==> src/rtl/mem_fu_pipe.sv <==
// Load/store functional unit: issue FIFO feeding a single-outstanding data-memory
// request FSM with lane alignment, load extension and an RVFI-style writeback record.
module mem_fu_pipe #(
    parameter int unsigned DEPTH = 4,
    parameter int unsigned TAG_W = 6
) (
    input  logic             clk,
    input  logic             rst,
    input  logic             flush,
    input  logic             issue_valid,
    output logic             issue_ready,
    input  logic             issue_is_store,
    input  logic [2:0]       issue_funct3,
    input  logic [31:0]      issue_base,
    input  logic [31:0]      issue_imm,
    input  logic [31:0]      issue_wdata,
    input  logic [TAG_W-1:0] issue_tag,
    output logic [31:0]      dmem_addr,
    output logic [3:0]       dmem_rmask,
    output logic [3:0]       dmem_wmask,
    output logic [31:0]      dmem_wdata,
    input  logic [31:0]      dmem_rdata,
    input  logic             dmem_resp,
    output logic             wb_valid,
    input  logic             wb_ready,
    output logic [TAG_W-1:0] wb_tag,
    output logic [31:0]      wb_rdata,
    output logic             wb_misaligned,
    output logic [31:0]      wb_addr,
    output logic [3:0]       wb_rmask,
    output logic [3:0]       wb_wmask,
    output logic [31:0]      wb_wdata,
    output logic [31:0]      wb_mrdata
);

    localparam int unsigned PTR_W = (DEPTH > 1) ? $clog2(DEPTH) : 1;
    localparam int unsigned CNT_W = PTR_W + 1;

    typedef struct packed {
        logic             is_store;
        logic [2:0]       funct3;
        logic [31:0]      ea;
        logic [31:0]      wdata;
        logic [TAG_W-1:0] tag;
    } q_entry_t;

    typedef struct packed {
        logic             is_store;
        logic [2:0]       funct3;
        logic [1:0]       off;
        logic [31:0]      addr;
        logic [3:0]       mask;
        logic [31:0]      wdata;
        logic [TAG_W-1:0] tag;
    } req_t;

    typedef enum logic [1:0] {IDLE, REQ, WB, DRAIN} state_t;

    state_t state, state_next;

    q_entry_t         q_mem [DEPTH];
    q_entry_t         issue_entry;
    q_entry_t         head_e;
    logic [PTR_W-1:0] head, tail;
    logic [CNT_W-1:0] count;
    logic             push, pop, q_nonempty;

    req_t        req, head_req;
    logic        head_mis;
    logic        load_req, load_wb_mis, load_wb_resp;
    logic [31:0] lane, load_result;

    // Issue queue: circular FIFO, flush empties it and swallows a same-cycle issue
    assign issue_ready = (count < CNT_W'(DEPTH)) && !rst;
    assign push        = issue_valid && issue_ready && !flush;
    assign q_nonempty  = (count != '0);
    assign head_e      = q_mem[head];

    always_comb begin
        issue_entry          = '0;
        issue_entry.is_store = issue_is_store;
        issue_entry.funct3   = issue_funct3;
        issue_entry.ea       = issue_base + issue_imm;
        issue_entry.wdata    = issue_wdata;
        issue_entry.tag      = issue_tag;
    end

    always_ff @(posedge clk) begin
        if (push) q_mem[tail] <= issue_entry;
    end

    always_ff @(posedge clk) begin
        if (rst || flush) begin
            head  <= '0;
            tail  <= '0;
            count <= '0;
        end else begin
            if (push) tail <= tail + PTR_W'(1);
            if (pop)  head <= head + PTR_W'(1);
            count <= count + CNT_W'(push) - CNT_W'(pop);
        end
    end

    // Decode the queue head into an aligned request (masks, lane-placed store data)
    always_comb begin
        head_req          = '0;
        head_req.is_store = head_e.is_store;
        head_req.funct3   = head_e.funct3;
        head_req.off      = head_e.ea[1:0];
        head_req.addr     = {head_e.ea[31:2], 2'b00};
        head_req.tag      = head_e.tag;
        head_mis          = 1'b0;
        case (head_e.funct3[1:0])
            2'b00: begin
                head_req.mask  = 4'b0001 << head_e.ea[1:0];
                head_req.wdata = 32'(head_e.wdata[7:0]) << {head_e.ea[1:0], 3'b000};
            end
            2'b01: begin
                head_req.mask  = 4'b0011 << head_e.ea[1:0];
                head_req.wdata = 32'(head_e.wdata[15:0]) << {head_e.ea[1:0], 3'b000};
                head_mis       = head_e.ea[0];
            end
            default: begin
                head_req.mask  = 4'b1111;
                head_req.wdata = head_e.wdata;
                head_mis       = (head_e.ea[1:0] != 2'b00);
            end
        endcase
        if (!head_e.is_store) head_req.wdata = '0;
    end

    always_ff @(posedge clk) begin
        if (rst) state <= IDLE;
        else     state <= state_next;
    end

    always_comb begin
        state_next   = state;
        pop          = 1'b0;
        load_req     = 1'b0;
        load_wb_mis  = 1'b0;
        load_wb_resp = 1'b0;
        case (state)
            IDLE: begin
                if (!flush && q_nonempty) begin
                    pop = 1'b1;
                    if (head_mis) begin
                        load_wb_mis = 1'b1;
                        state_next  = WB;
                    end else begin
                        load_req   = 1'b1;
                        state_next = REQ;
                    end
                end
            end
            REQ: begin
                // A flush that coincides with the response needs no drain: the access is done
                if (flush) begin
                    state_next = dmem_resp ? IDLE : DRAIN;
                end else if (dmem_resp) begin
                    load_wb_resp = 1'b1;
                    state_next   = WB;
                end
            end
            WB: begin
                if (flush) begin
                    state_next = IDLE;
                end else if (wb_ready) begin
                    if (q_nonempty && !head_mis) begin
                        pop        = 1'b1;
                        load_req   = 1'b1;
                        state_next = REQ;
                    end else begin
                        state_next = IDLE;
                    end
                end
            end
            DRAIN: begin
                if (dmem_resp) state_next = IDLE;
            end
            default: state_next = IDLE;
        endcase
    end

    // Select and extend the addressed lane of the returned word
    always_comb begin
        lane = dmem_rdata >> {req.off, 3'b000};
        case (req.funct3)
            3'b000:  load_result = {{24{lane[7]}}, lane[7:0]};
            3'b001:  load_result = {{16{lane[15]}}, lane[15:0]};
            3'b100:  load_result = 32'(lane[7:0]);
            3'b101:  load_result = 32'(lane[15:0]);
            default: load_result = dmem_rdata;
        endcase
    end

    always_ff @(posedge clk) begin
        if (rst) begin
            req           <= '0;
            wb_tag        <= '0;
            wb_rdata      <= '0;
            wb_misaligned <= 1'b0;
            wb_addr       <= '0;
            wb_rmask      <= '0;
            wb_wmask      <= '0;
            wb_wdata      <= '0;
            wb_mrdata     <= '0;
        end else begin
            if (load_req) req <= head_req;
            if (load_wb_mis) begin
                wb_tag        <= head_e.tag;
                wb_rdata      <= '0;
                wb_misaligned <= 1'b1;
                wb_addr       <= head_req.addr;
                wb_rmask      <= '0;
                wb_wmask      <= '0;
                wb_wdata      <= '0;
                wb_mrdata     <= '0;
            end else if (load_wb_resp) begin
                wb_tag        <= req.tag;
                wb_rdata      <= req.is_store ? 32'd0 : load_result;
                wb_misaligned <= 1'b0;
                wb_addr       <= req.addr;
                wb_rmask      <= req.is_store ? 4'd0 : req.mask;
                wb_wmask      <= req.is_store ? req.mask : 4'd0;
                wb_wdata      <= req.wdata;
                wb_mrdata     <= req.is_store ? 32'd0 : dmem_rdata;
            end
        end
    end

    // Memory port is live only while a request is outstanding; reset kills it at once
    always_comb begin
        dmem_addr  = '0;
        dmem_rmask = '0;
        dmem_wmask = '0;
        dmem_wdata = '0;
        if (!rst && (state == REQ || state == DRAIN)) begin
            dmem_addr  = req.addr;
            dmem_rmask = req.is_store ? 4'd0 : req.mask;
            dmem_wmask = req.is_store ? req.mask : 4'd0;
            dmem_wdata = req.wdata;
        end
    end

    assign wb_valid = (state == WB) && !rst;

endmodule

==> config.mk <==
export PLATFORM = sky130hd
export DESIGN_NAME = mem_fu_pipe
export DESIGN_NICKNAME = d
export VERILOG_FILES = /design/src/rtl/mem_fu_pipe.sv
export SDC_FILE = /design/constraint.sdc
export NUM_CORES = 1
export LEC_CHECK = 0
export CAP_MARGIN = 10
export CORE_MARGIN = 10
export CORE_UTILIZATION = 58
export CTS_CLUSTER_SIZE = 28
export DETAILED_ROUTE_END_ITERATION = 8
export GPL_TIMING_DRIVEN = 0
export PLACE_DENSITY_LB_ADDON = 0.08
export SLEW_MARGIN = 10
export SYNTH_ARGS = -nofsm -noshare
export SYNTH_HDL_FRONTEND = slang
export SYNTH_SLANG_ARGS = --single-unit
==> constraint.sdc <==
create_clock -name clk -period 10.4 [get_ports clk]
set_clock_uncertainty 0.2 [all_clocks]
set_input_delay 1.04 -clock clk [delete_from_list [all_inputs] [get_ports clk]]
set_output_delay 1.04 -clock clk [all_outputs]
set_load 0.01 [all_outputs]
==> results of run 1 <==
## cell families after synthesis
logic type | synth area share
simple gates | 0.131
fa+ha+maj | 0.0225
other cells | 0.000168
xor+xnor | 0.0137
compound gates | 0.107
buf+inv | 0.0337
mux | 0.0868
flops | 0.605
## sequential cells by signal (all words and copies together), names as in the netlist, named ones only
| name | count |
|---|---|
| wb_tag | 6 |
| wb_rmask | 4 |
| wb_misaligned | 1 |
| q_mem | 296 |
| wb_addr | 30 |
| wb_mrdata | 32 |
| wb_rdata | 32 |
| count | 3 |
| state | 2 |
| head | 2 |
| tail | 2 |
| req | 78 |
| wb_wdata | 32 |
| wb_wmask | 4 |
## area by class of cell
class,count,area [µm²]
Clock buffer,65,1340
Tap cell,511,639
Inverter,17,63.8
Multi-Input combinational cell,1195,8080
Fill cell,2532,9590
Antenna cell,1,2.50
Buffer,133,687
Sequential cell,526,13500
Timing Repair Buffer,359,3660
Clock inverter,28,282
## stage by stage
| step | setup WS [ns] | hold WS [ns] | power, mW | instances | cell area, µm² |
|---|---|---|---|---|---|
| floorplan | 6.10 | 0.237 | 2.51 | 1871 | 22300 |
| global placement | 4.36 | 0.239 | 2.66 | 2737 | 26500 |
| detailed placement | 5.41 | 0.246 | 2.67 | 2741 | 26600 |
| CTS | 5.55 | 0.255 | 4.45 | 2834 | 28200 |
| global route | 5.48 | 0.274 | 4.56 | 2835 | 28300 |
| finish | 5.51 | 0.254 | 4.44 | 2835 | 28300 |
## worst max-delay path by stage
stage                          to  slack (ns)  cells after the start
floorplan             q_mem[0][0]        6.10                      5
detailed placement   q_mem[0][66]        5.41                     11
CTS                 dmem_wdata[0]        5.55                      5
global route        dmem_wdata[0]        5.48                      5
finish              dmem_wdata[0]        5.51                      5
global placement     q_mem[2][33]        4.36                      5
## routing by layer
layer,up-vias,track usage
li1,7639,-
met1,8114,0.343
met2,779,0.454
met3,114,0.0501
met4,2,0.0778
met5,-,0
## worst min-delay path, cell delays in order, from the launching register on
cell	delay (ns)
dfxtp_1	0.31
nand2_1	0.05
a21oi_1	0.05
## power breakdown
part / internal (mW) / switching [mW]
registers: 2.25 / 0.0139
logic: 0.158 / 0.213
clock network: 1.03 / 0.769
total: 3.44 / 0.996
## placed cells by master, fill, tap and decap left out, drive strengths merged, types with 6 or more instances in the layout
cell	Yosys	layout
clkdlybuf4s50	0	355
nand2	353	353
edfxtp	296	296
dfxtp	230	230
a21oi	175	175
clkbuf	86	151
nor2	124	124
mux4	82	82
and2	71	71
o21ai	64	64
buf	47	51
nor3b	39	39
a311oi	39	39
ha	37	37
xnor2	23	23
a22oi	23	23
inv	17	19
nand3	17	17
clkinv	0	17
a222oi	16	16
a21o	14	14
o211ai	12	12
xor2	12	12
nor2b	9	9
mux2i	9	9
nor3	8	8
a31oi	6	6
==> reports/metrics.cfg, run 1 <==
[route]
wire_per_inst_um = 22.9
dr.pass1.iters = 9
drtIter0Drc = 1753
wirelength_mm = 65.0
final_antenna_net_count = 0
top_layer = met5
dr_total_vias = 16600
wl_met1_mm = 26.0
wl_met3_mm = 5.30
drc = 1
avgViaCountPerCell = 5.87
route.met2.wl_mm = 32.0

[sta]
fmax_mhz = 205
rsz0062_at_grt = false
max_slew_margin = 0.350
fin_tns_setup_ns = 0
setup_viol = 0
tightest_slew_ns = 0.973
finalHoldViolations = 0
final-max-slew-violation-count = 0
period_share = 0.470
fin_crit_ns = 4.89

[cts]
holdBufCountCts = 0
cts.htree.levels = 2
clk_pin_slew_worst_paths_ns = 0.07
clock_sinks = 526
cts_tree = built
cts_max_path_buffers = 3
clock_tree.root_cell = clkbuf_16
cts_inserted_buffers = 50
cts_resized = 0
postCtsSetupRepairBufs = 0
clock_latency_ns = 0.59

[logic_synthesis]
synth_top_area_share = 0.398
synth_area_per_cell_um2 = 11.9
synth_common_cells = 353 x nand2_1, 296 x edfxtp_1, 230 x dfxtp_1
yosysTopAreaCell = edfxtp_1
synth_most_common_cell = nand2_1
synthFlopType = edfxtp_1
yosys_register_bits = 526
yosysUniqueCellTypes = 64
synth_edf_count = 296
synth_warnings = 0
synth_area_leaders = edfxtp_1 40%, dfxtp_1 21%, mux4_2 8.3%, nand2_1 5.9%, a21oi_1 3.9%
ys_seq_area_frac = 0.605
postSynthCellCount = 1868
async_reset_ff_frac = 0
synthesis.area_um2 = 22300

[placement]
numPortBuffers = 355
finalWeightedCongestion = 0.924
hpwl_mm = 47.5

[critical_path]
start_kind = input pin
worstPathRequired_ns = 9.16
critPathMaxStageDelay_ns = 0.87
worstPathCellList = clkbuf_1 -> nor2b_1 -> clkbuf_1 -> and2_1 -> clkdlybuf4s50_1
cp_max_fo = 10
worst_path_most_repeated_cell = clkbuf_1
crit_buf_inv = 3
regToRegSetupSlack_ns = 6.77
reg2reg_to = count[2]
startpoint = rst
endpoint_kind = primary output
cpLargestDelayFamily = buffers and inverters
worstPathArrival_ns = 3.65
critPathSlowestCell = nor2b_1
crit_type = in2out
rr_worst_depth = 13

[global_routing]
grt_overflow_total = 0
grt_use_total = 0.267
grt_pass1_wl_mm = 96.9
grt_start_max_net_pins = 49
grt_pass1_vias = 16500
antenna_found_initial = 2

[die]
fp.dieArea_um2 = 46700
fp.coreArea_um2 = 37800
rows = 71
die_w_um = 216
start_util = 0.589
pin_count = 361
die_h_um = 216

[power]
powerDensity_nw_per_um2 = 157
ir_drop_mv = 0.115
p_leak_nw = 9.34

[layout]
syn2layout_area_growth_pct = 26.7
utilization = 0.747
layout-drive-gt1-share = 0.0977
nNetsFinal = 2465

[min_path]
hold_depth = 2
holdCritStartpoint = wb_rdata[26]
hold_path_class = reg2reg
holdPathEnd = wb_rdata[26]

[run]
drv_cap = 0

[outcome]
violations = DRC
status = complete, but fails checks

No activity file was read; power rests on OpenSTA's default activity.
==> run 2: changes to the inputs <==
- CORE_UTILIZATION: 58 -> 49
- clock period: 10.4 -> 4.2 ns (I/O delays scaled with it)
==> run 2 against run 1 <==
The run now ends clean. Sequential cell count unchanged. Sequential share of layout area decreased by 0.34 points. Non-clock buffer count unchanged. Die area increased by 17%.
==> reports/metrics.cfg, run 2 (same netlist as run 1, synthesis figures left out) <==
[outcome]
status = finished, final reports clean  ; was complete, but fails checks

[placement]
numPortBuffers = 355  ; unchanged
placedCellCount = 2830  ; was 2741
finalWeightedCongestion = 0.881  ; was 0.924
place_ws_ns = -0.0936  ; was 5.41 ns
hpwl_mm = 49.0  ; was 47.5 mm

[sta]
max_slew_margin = 0.336  ; was 0.350
fin_crit_ns = 3.93
rsz0062_at_grt = false  ; unchanged
fmax_mhz = 254
fin_tns_setup_ns = 0  ; unchanged
setup_viol = 0  ; unchanged
period_share = 0.936
finalHoldViolations = 0  ; unchanged
tightest_slew_ns = 0.997  ; was 0.973 ns
final-max-slew-violation-count = 0  ; unchanged
setup_slack_ns = 0.269  ; was 5.51 ns

[global_routing]
grt_start_max_net_pins = 52  ; was 49
top_usage_layer = met2  ; unchanged
antenna_found_initial = 3  ; was 2
grt_pass1_wl_mm = 98.7  ; was 96.9 mm
grt_util_met1 = 0.314  ; was 0.343
grt_pass1_vias = 16300  ; was 16500
grt_use_total = 0.236  ; was 0.267
grt_use_met2 = 0.388  ; was 0.454
met3_usage = 0.0415  ; was 0.0501
grt_overflow_total = 0  ; unchanged

[critical_path]
worstPathRequired_ns = 3.58  ; was 9.16 ns
reg2reg_to = count[2]  ; unchanged
critPathSlowestCell = nor2b_1  ; unchanged
regToRegSetupSlack_ns = 0.64  ; was 6.77 ns
critPathMaxStageDelay_ns = 0.71  ; was 0.87 ns
crit_type = reg2out  ; was in2out
crit_buf_inv = 3  ; unchanged
worstPathArrival_ns = 3.31  ; was 3.65 ns
worst_path_most_repeated_cell = clkbuf_1  ; unchanged
worstPathCellList = clkbuf_1 -> nor2b_1 -> clkbuf_1 -> and2_1 -> clkdlybuf4s50_1  ; unchanged
cpLargestDelayFamily = buffers and inverters  ; unchanged
startpoint = state[0]  ; was rst
rr_worst_depth = 13  ; unchanged
start_kind = flip-flop  ; was input pin
cp_max_fo = 10  ; unchanged
endpoint_kind = primary output  ; unchanged
path_depth = 5  ; unchanged
endpoint = dmem_wdata[0]  ; unchanged

[route]
drc = 0  ; was 1
dr_total_vias = 16400  ; was 16600
dr.pass1.iters = 6  ; was 9
drtIter0Drc = 1372  ; was 1753
avgViaCountPerCell = 5.61  ; was 5.87
wire_per_inst_um = 22.4  ; was 22.9 µm
wirelength_mm = 65.7  ; was 65.0 mm
final_antenna_net_count = 0  ; unchanged

[power]
ir_drop_mv = 0.267  ; was 0.115 mV
total_power_mw = 11.1  ; was 4.44 mW
p_leak_nw = 9.39  ; was 9.34 nW
powerDensity_nw_per_um2 = 391  ; was 157 nW/µm²

[die]
fp.coreArea_um2 = 45200  ; was 37800 µm²
die_w_um = 233  ; was 216 µm
die_h_um = 233  ; was 216 µm
start_util = 0.494  ; was 0.589
fp.dieArea_um2 = 54500  ; was 46700 µm²
rows = 78  ; was 71
pin_count = 361  ; unchanged

[layout]
max_flop_register = q_mem  ; unchanged
nNetsFinal = 2467  ; was 2465
final_common_cell = clkdlybuf4s50_1  ; unchanged
syn2layout_area_growth_pct = 27.6  ; was 26.7%
regArea_um2 = 13500  ; unchanged
multi_input_comb_area_um2 = 8080  ; unchanged
fillerInstances = 3600  ; was 2532
utilization = 0.630  ; was 0.747
stdcell_count = 2928  ; was 2835
layout-drive-gt1-share = 0.0989  ; was 0.0977
reg_top3 = q_mem (296), req (78)  ; unchanged
largest_reg_flops = 296  ; unchanged
layout_common_cells = 355 x clkdlybuf4s50_1, 353 x nand2_1, 296 x edfxtp_1, 230 x dfxtp_1, 175 x a21oi_1  ; unchanged

[cts]
holdBufCountCts = 0  ; unchanged
cts_tree = built  ; unchanged
cts_max_path_buffers = 3  ; unchanged
clock_latency_ns = 0.62  ; was 0.59 ns
postCtsSetupRepairBufs = 0  ; unchanged
clock_sinks = 526  ; unchanged
clock_tree.root_cell = clkbuf_16  ; unchanged
cts_inserted_buffers = 52  ; was 50
cts_resized = 0  ; unchanged
cts.htree.levels = 2  ; unchanged
clk_pin_slew_worst_paths_ns = 0.06  ; was 0.07 ns

[run]
drv_cap = 0  ; unchanged

[min_path]
hold_path_class = in2reg  ; was reg2reg

[run 2: worst min-delay path by stage]
stage,from,slack (ns),depth (start not counted),endpoint
3_5_place_dp,wb_rdata[18],0.24,2,wb_rdata[18]
6_report,issue_wdata[1],0.23,1,q_mem[0][7]
5_1_grt,issue_wdata[18],0.22,1,q_mem[2][24]
3_3_place_gp,wb_rdata[16],0.24,2,wb_rdata[16]
4_1_cts,issue_wdata[1],0.20,1,q_mem[0][7]
2_1_floorplan,req[0],0.24,2,req[0]
[run 2: area by class of cell]
class / count / share of cell area
flip-flops and latches: 526 / 0.474
multi-input cells: 1195 / 0.284
repair buffers: 359 / 0.129
clock buffers: 73 / 0.0518
well taps: 600 / 0.0264
plain buffers: 133 / 0.0241
clock inverters: 22 / 0.00809
inverters: 17 / 0.00224
diodes: 3 / 0.000264
[run 2: report_power, final]
part	switching, mW	total [mW]	internal (mW)	leakage [nW]
Combinational	0.525	0.917	0.392	4.03
Clock	2.01	4.61	2.60	0.827
Sequential	0.0333	5.61	5.57	4.53
Total	2.56	11.1	8.56	9.39
[run 2: per-layer routing]
| metal | vias up | wire [µm] |
|---|---|---|
| met5 | - | 0 |
| met4 | 0 | 1680 |
| met3 | 99 | 4580 |
| met2 | 625 | 31600 |
| met1 | 8042 | 27800 |
| li1 | 7651 | - |
[run 2: worst register-to-register path, cell delays in order (launching register included)]
cell      delay (ns)
dfxtp_1         0.38
buf_6           0.19
mux4_2          0.67
nor2_2          0.22
o211ai_1        0.12
a21oi_1         0.35
ha_1            0.31
inv_1           0.06
ha_1            0.14
inv_1           0.05
fa_1            0.40
xor2_1          0.17
xnor2_1         0.13
nor2_1          0.05
[run 2: per-stage QoR]
step	hold slack (ns)	area (µm²)
2_1_floorplan	0.237	22300
3_3_place_gp	0.239	26600
3_5_place_dp	0.245	26700
4_1_cts	0.200	28400
5_1_grt	0.222	28500
6_report	0.231	28500
